**config.mk**
```make
export PLATFORM = sky130hd
export DESIGN_NAME = mux2_rr_arbiter
export DESIGN_NICKNAME = d
export VERILOG_FILES = /design/src/rtl/mux2_arb_pkg.sv /design/src/rtl/bit8_2to1mux.sv /design/src/rtl/mux2_rr_arbiter.sv
export SDC_FILE = /design/constraint.sdc
export NUM_CORES = 1
export LEC_CHECK = 0
export ABC_CLOCK_PERIOD_IN_PS = 5450
export CAP_MARGIN = 30
export CORE_MARGIN = 5
export CORE_UTILIZATION = 60
export CTS_CLUSTER_SIZE = 12
export DETAILED_ROUTE_END_ITERATION = 8
export DONT_BUFFER_PORTS = 1
export GPL_TIMING_DRIVEN = 0
export PLACE_DENSITY_LB_ADDON = 0.12
export SLEW_MARGIN = 20
export SYNTH_ARGS = -nofsm -noshare
export SYNTH_HDL_FRONTEND = slang
export SYNTH_SLANG_ARGS = --single-unit
```
**constraint.sdc**
```tcl
create_clock -name clk -period 5.45 [get_ports clk]
set_input_delay 1.635 -clock clk [delete_from_list [all_inputs] [get_ports clk]]
set_output_delay 1.635 -clock clk [all_outputs]
set_load 0.03 [all_outputs]
```
**src/rtl/mux2_arb_pkg.sv**
```systemverilog
// ============================================================================
// Module  : mux2_arb_pkg
// Brief   : Shared types and constants for the two-requester round-robin arbiter.
// Revision: 1.0
// ============================================================================
`default_nettype none

package mux2_arb_pkg;

    localparam int DEFAULT_WIDTH = 8;
    localparam int STAT_W        = 16;

    typedef enum logic [1:0] {
        IDLE   = 2'd0,
        GRANT0 = 2'd1,
        GRANT1 = 2'd2
    } arb_state_e;

endpackage

`default_nettype wire

```
**src/rtl/bit8_2to1mux.sv**
```systemverilog
// ============================================================================
// Module  : bit8_2to1mux
// Brief   : 8-bit 2:1 multiplexer; sel=0 passes in1, sel=1 passes in2.
// Revision: 1.0
// ============================================================================
`default_nettype none

module bit8_2to1mux (
    input  logic [7:0] in1,
    input  logic [7:0] in2,
    input  logic       sel,
    output logic [7:0] out
);

    assign out = sel ? in2 : in1;

endmodule

`default_nettype wire

```
**src/rtl/mux2_rr_arbiter.sv**
```systemverilog
// ============================================================================
// Module  : mux2_rr_arbiter
// Brief   : Round-robin, burst-limited arbiter sharing one output register
//           between two valid/ready requesters. Optional per-requester grant
//           counters are enabled with MUX2_ARB_STATS_EN.
// Revision: 1.0
// ============================================================================
`default_nettype none

module mux2_rr_arbiter
    import mux2_arb_pkg::*;
#(
    parameter int WIDTH     = DEFAULT_WIDTH,
    parameter int MAX_BURST = 4
) (
    input  logic               clk,
    input  logic               rst,
    input  logic               req0_valid,
    input  logic [WIDTH-1:0]   req0_data,
    output logic               req0_ready,
    input  logic               req1_valid,
    input  logic [WIDTH-1:0]   req1_data,
    output logic               req1_ready,
    output logic               out_valid,
    output logic [WIDTH-1:0]   out_data,
    input  logic               out_ready,
    output logic               sel,
`ifdef MUX2_ARB_STATS_EN
    output logic               busy,
    output logic [STAT_W-1:0]  gnt0_cnt,
    output logic [STAT_W-1:0]  gnt1_cnt
`else
    output logic               busy
`endif
);

    localparam int              CNT_W      = (MAX_BURST > 1) ? $clog2(MAX_BURST) : 1;
    localparam logic [CNT_W-1:0] BURST_LAST = CNT_W'(MAX_BURST - 1);

    arb_state_e        state_q, state_d;
    logic [CNT_W-1:0]  burst_cnt_q, burst_cnt_d;
    logic              last_grant_q, last_grant_d;
    logic              sel_q, sel_d;
    logic              busy_q;
    logic              out_valid_q;
    logic [WIDTH-1:0]  out_data_q;

    logic              w_space;
    logic              w_gnt1;
    logic              w_cur_valid;
    logic              w_oth_valid;
    logic              w_xfer;
    arb_state_e        w_other;
    logic [WIDTH-1:0]  w_mux_out;

    assign w_space     = !out_valid_q || out_ready;
    assign w_gnt1      = (state_q == GRANT1);
    assign w_cur_valid = w_gnt1 ? req1_valid : req0_valid;
    assign w_oth_valid = w_gnt1 ? req0_valid : req1_valid;
    assign w_other     = w_gnt1 ? GRANT0 : GRANT1;
    assign w_xfer      = (state_q != IDLE) && w_cur_valid && w_space;

    assign req0_ready  = (state_q == GRANT0) && w_space;
    assign req1_ready  = (state_q == GRANT1) && w_space;

    generate
        if (WIDTH == 8) begin : g_mux8
            bit8_2to1mux u_mux (
                .in1 (req0_data),
                .in2 (req1_data),
                .sel (sel_q),
                .out (w_mux_out)
            );
        end else begin : g_mux_generic
            assign w_mux_out = sel_q ? req1_data : req0_data;
        end
    endgenerate

    always_comb begin
        state_d      = state_q;
        burst_cnt_d  = burst_cnt_q;
        last_grant_d = last_grant_q;
        case (state_q)
            IDLE: begin
                if (req0_valid && req1_valid)
                    state_d = last_grant_q ? GRANT0 : GRANT1;
                else if (req0_valid)
                    state_d = GRANT0;
                else if (req1_valid)
                    state_d = GRANT1;
            end
            GRANT0, GRANT1: begin
                // Counter saturates at the limit; the switch only fires if the peer is waiting.
                if (w_xfer) begin
                    last_grant_d = w_gnt1;
                    if (burst_cnt_q != BURST_LAST)
                        burst_cnt_d = burst_cnt_q + 1'b1;
                end
                if (w_xfer && (burst_cnt_q == BURST_LAST) && w_oth_valid) begin
                    state_d     = w_other;
                    burst_cnt_d = '0;
                end else if (!w_cur_valid) begin
                    state_d     = w_oth_valid ? w_other : IDLE;
                    burst_cnt_d = '0;
                end
            end
            default: begin
                state_d     = IDLE;
                burst_cnt_d = '0;
            end
        endcase
    end

    // Idle keeps the previous select so the mux does not toggle between bursts.
    always_comb begin
        case (state_d)
            GRANT0:  sel_d = 1'b0;
            GRANT1:  sel_d = 1'b1;
            default: sel_d = (state_q == IDLE) ? sel_q : last_grant_d;
        endcase
    end

    always_ff @(posedge clk) begin
        if (rst) begin
            state_q      <= IDLE;
            burst_cnt_q  <= '0;
            last_grant_q <= 1'b1;
            sel_q        <= 1'b0;
            busy_q       <= 1'b0;
            out_valid_q  <= 1'b0;
            out_data_q   <= '0;
        end else begin
            state_q      <= state_d;
            burst_cnt_q  <= burst_cnt_d;
            last_grant_q <= last_grant_d;
            sel_q        <= sel_d;
            busy_q       <= (state_d != IDLE);
            if (w_xfer) begin
                out_valid_q <= 1'b1;
                out_data_q  <= w_mux_out;
            end else if (out_ready) begin
                out_valid_q <= 1'b0;
            end
        end
    end

    assign out_valid = out_valid_q;
    assign out_data  = out_data_q;
    assign sel       = sel_q;
    assign busy      = busy_q;

`ifdef MUX2_ARB_STATS_EN
    logic [STAT_W-1:0] gnt0_cnt_q;
    logic [STAT_W-1:0] gnt1_cnt_q;

    always_ff @(posedge clk) begin
        if (rst) begin
            gnt0_cnt_q <= '0;
            gnt1_cnt_q <= '0;
        end else begin
            if (w_xfer && !w_gnt1 && (gnt0_cnt_q != {STAT_W{1'b1}}))
                gnt0_cnt_q <= gnt0_cnt_q + 1'b1;
            if (w_xfer && w_gnt1 && (gnt1_cnt_q != {STAT_W{1'b1}}))
                gnt1_cnt_q <= gnt1_cnt_q + 1'b1;
        end
    end

    assign gnt0_cnt = gnt0_cnt_q;
    assign gnt1_cnt = gnt1_cnt_q;
`endif

endmodule

`default_nettype wire

```
; Yosys cells after proc, flatten, opt, wreduce, memory -nomap -nowiden
; Cells that the tools add are included.
[classes]
n_addsub = 1
mul = 0
n_div = 0
order_cmp = 0
n_eq_ne = 9
n_shift = 0
muxes = 23
bitwise_logic = 1
n_reduce_logical = 15
[ops]
columns = cell, count
row1 = 2-to-1 mux 2 bit, 12
row2 = 2-to-1 mux 8 bit, 1
row3 = "!= test 4 bit, second input constant", 2
row4 = one-hot mux 2 bit (2 select lines), 2
row5 = logical AND 1 bit, 7
row6 = 2-to-1 mux 1 bit, 7
row7 = "== test 2 bit, second input constant", 3
row8 = nonzero test 2 bit, 3
row9 = "== test 2 x 1 -> 1 bit, second input constant", 2
row10 = "!= test 3 x 1 -> 1 bit, second input constant", 1
row11 = AND reduction 3 bit, 1
row12 = "adder 2 x 1 -> 2 bit, second input constant", 1
row13 = logical NOT 2 bit, 1
row14 = "!= test 2 bit, second input constant", 1
row15 = one-hot mux 1 bit (2 select lines), 1
row16 = OR reduction 2 bit, 1
row17 = logical NOT 1 bit, 1
row18 = logical OR 1 bit, 1
row19 = NOT 1 bit, 1
[word_totals]
register_bits = 16
latch_bits = 0
mem_bits_rw = 0
rom_bits = 0
in_bits = 21
output_inout_bits = 13
wordCells = 56
n_memories = 0

; Depth between registers and ports, before layout
[depth]
ltp_word = 10
depth_mapped = 12
ltp_nobuf = 11

; By module
; A second synthesis with hierarchy kept.
[unflattened]
hier_cells = 118
hier_area_um2 = 1133.6
[by_module_without_submodules]
columns = module, n_inst, cells_per_inst, area_per_inst_um2, seq_area_each_um2
row1 = mux2_rr_arbiter, 1, 109, 1002.2, 320.3
row2 = bit8_2to1mux, 1, 9, 131.4, 0.0

; Worst setup path after synthesis
; No wires, ideal clock.
[synth_path]
kind = input -> output
from = input out_ready
to = output req0_ready
arrival_time_ns = 2.466
required_ns = 3.815
slack_ns = 1.349
cell_stages = 3
path_buffers = 1
cell_sequence = and2b_1 -> buf_2 -> nor2b_1
[synth_between]
elab_chain_cells = 2
[synth_lines]
columns = item, line_no
row1 = from (decl), mux2_rr_arbiter.sv:26  ; input logic out_ready,
row2 = logical OR 1 bit, mux2_rr_arbiter.sv:56  ; assign w_space = !out_valid_q || out_ready;
row3 = logical AND 1 bit, mux2_rr_arbiter.sv:63  ; assign req0_ready = (state_q == GRANT0) && w_space;
row4 = to (decl), mux2_rr_arbiter.sv:20  ; output logic req0_ready,
; No other way between the ends.

; Final worst setup path
; Same ends and word-level chain as after synthesis.

==> run_results.csv <==
group,metric,value,unit
status,status,"finished clean",
sta,setup_slack,1.28,ns
global_route,grt_pass1_vias,885,
place,port_buffers,0,
clock_tree,htreeDepth,1,
die,ios,34,
sta,finalHoldViolCount,0,
route,vias,888,
die,dieWidth,52,um
final_layout,syn2layout_area_growth,6.38,%
route,drtAntennaViolNets,0,
sta,max_clock_freq,240,MHz
synth,ys_seq_area_share,30.3,%
place,place.gp.congestion,0.820,
synth,synth_nets,149,
sta,slew_violations,0,
global_route,grt_pass1_wl,3730,um
synth,yosys_warnings,0,
sta,tightest_slew,0.588,ns
synth,yosysTopAreaCell,"dfxtp_1",
final_layout,fin_area,0.00113,sq mm
sta,setup_violations,0,
clock_tree,cts_setup_buffers,0,
place,preCtsSetupSlack,1.29,ns
synth,synth_cells,120,
sta,fin_crit_sh,76.5,%
route,first_pass_iters,4,
clock_tree,clk_latency,0.29,ns
synth,syn_area_per_cell,8.82,sq um
sta,maxSlewHeadroom,60.7,%
sta,fin_worst_skew,0.0114,ns
die,core_area,0.00171,sq mm
power,powerDensity,416,mW/mm^2
synth,synth.area.top_cells,"dfxtp_1, ha_1, mux2i_1",
critical_path,cp-start-kind,"input pin",
clock_tree,cts_max_path_buffers,2,
critical_path,cp.required,3.82,ns
power,leakage,0.430,nW
power,vdd_drop_max,240,uV
route,viasPerCell,5.96,
final_layout,layout-drive-gt1-share,13.7,%
critical_path,cp-end-kind,"output pin",
clock_tree,numCtsBuffers,3,
place,dpl_cell_area,0.00109,sq mm
die,start_util,62.0,%
global_route,antenna_found_initial,0,
global_route,overflow,0,
synth,syn_area,0.00106,sq mm
route,route.detailed.drc,0,
route,drt_iter0_drc,37,
clock_tree,cts.sinks,16,
job,max_cap_violations,0,
final_layout,fillers,156,
global_route,grt_max_degree,11,
clock_tree,cts_tree,"yes",
die,fp.dieH,52,um
sta,grt_setup_unrepaired,"no",
critical_path,worstPathMaxFanout,10,
critical_path,worst-setup-path-type,"input pin to output pin",
route,wl,2290,um
die,num_rows,15,
critical_path,arrival,2.53,ns
synth,synth_cell_types,34,
clock_tree,path_clk_slew,0.11,ns
global_route,grt_usage,18.0,%
route,wl_per_cell,15.4,um
sta,final.setup.tns,0,ns
place,post-dp-hpwl,1730,um
final_layout,antennaDiodeCount,0,
final_layout,nets,154,
sta,fin_crit,4.17,ns
clock_tree,ctsResizeCount,0,
clock_tree,root_buffer,"clkbuf_4",
min_path,hold_class,"flip-flop to flip-flop",
synth,synth_top_area_share,30.3,%
die,die_area,0.00270,sq mm
synth,synth.ff_latch_count,16,
clock_tree,cts_hold_buf,0,
per-layer routing:
| metal | up-vias | wire length, um | global-route usage, % |
|---|---|---|---|
| met3 | 2 | 131 | 5.16 |
| li1 | 442 | - | - |
| met4 | 0 | 12 | 3.93 |
| met1 | 421 | 1000 | 20.2 |
| met2 | 23 | 1140 | 33.1 |
| met5 | - | 0 | 0 |
power by group:
part	total (mW)	internal [mW]	switching [mW]
clock network	0.0810	0.0407	0.0403
registers	0.191	0.139	0.0517
logic	0.197	0.0837	0.113
total	0.469	0.264	0.205
logic make-up after synthesis:
| family | count (synthesis) | share of synthesized area (%) |
|---|---|---|
| simple gates | 37 | 18.7 |
| mux | 11 | 10.8 |
| compound gates | 33 | 24.2 |
| flops | 16 | 30.3 |
| buf+inv | 15 | 6.62 |
| fa+ha+maj | 8 | 9.46 |
flip-flops by register name, summed over array words and instances, names as in the netlist:
register      flops
state_q           2
busy              1
sel               1
out_data          8
out_valid         1
burst_cnt_q       2
last_grant_q      1
area by class of cell:
cell class | count | area (sq um) | area share, %
plain buffers | 8 | 43.8 | 3.89
clock buffers | 4 | 36.3 | 3.22
inverters | 7 | 26.3 | 2.33
multi-input cells | 89 | 668 | 59.3
flip-flops and latches | 16 | 320 | 28.4
well taps | 25 | 31.3 | 2.78
cell usage in the layout (no fill, tap or decap), drive strengths merged, types with 2 or more instances in the layout:
cell type,instances
a211oi,9
a21oi,5
buf,6
clkbuf,6
dfxtp,16
ha,8
inv,7
mux2i,11
nand2,6
nand2b,5
nor2,15
nor2b,2
nor3,5
o21ai,3
o22ai,4
o31a,2
o32ai,2
final timing paths:
| path | start | endpoint | slack (ns) | cells past startpoint |
|---|---|---|---|---|
| max | out_ready | req0_ready | 1.28 | 3 |
| min | burst_cnt_q[0] | burst_cnt_q[0] | 0.48 | 1 |
| max reg2reg | state_q[1] | sel | 2.89 | 10 |
| min reg2reg | burst_cnt_q[0] | burst_cnt_q[0] | 0.48 | 1 |
synth_stat cells:
| cell | number |
|---|---|
| o211a_1 | 1 |
| a2111oi_2 | 1 |
| nor2b_1 | 2 |
| a2bb2oi_1 | 1 |
| nor3_4 | 1 |
| nor2_1 | 15 |
| o21a_1 | 1 |
| nand2_1 | 6 |
| nor4b_2 | 1 |
| o221a_2 | 1 |
| o31a_1 | 2 |
| ha_1 | 8 |
| mux2i_2 | 1 |
| o21ai_1 | 1 |
| a21o_1 | 1 |
| mux2i_1 | 10 |
| nor3_1 | 4 |
| a211oi_1 | 7 |
| a21oi_1 | 5 |
| or3_1 | 1 |
| buf_6 | 1 |
| inv_1 | 7 |
| o32a_1 | 1 |
| a211o_1 | 1 |
| nand2b_1 | 5 |
| clkbuf_1 | 2 |
| dfxtp_1 | 16 |
| nor4bb_1 | 1 |
| o21ai_0 | 2 |
| a211oi_2 | 2 |
| and2b_1 | 1 |
| buf_2 | 5 |
| o32ai_1 | 2 |
| o22ai_1 | 4 |
per-stage QoR:
stage	hold WS (ns)	std cells	total power, mW	util, %
6_report	0.476	149	0.469	65.9
5_1_grt	0.519	149	0.499	65.9
4_1_cts	0.480	149	0.470	65.9
3_5_place_dp	0.455	145	0.390	63.8
3_3_place_gp	0.444	145	0.380	63.8
2_1_floorplan	0.428	120	0.353	-
worst max-delay path, stage by stage:
cell and delay [ns]:
and2b_1 0.21, buf_2 0.20, nor2b_1 0.49
Note: power is estimated with default switching activity, not from simulation.
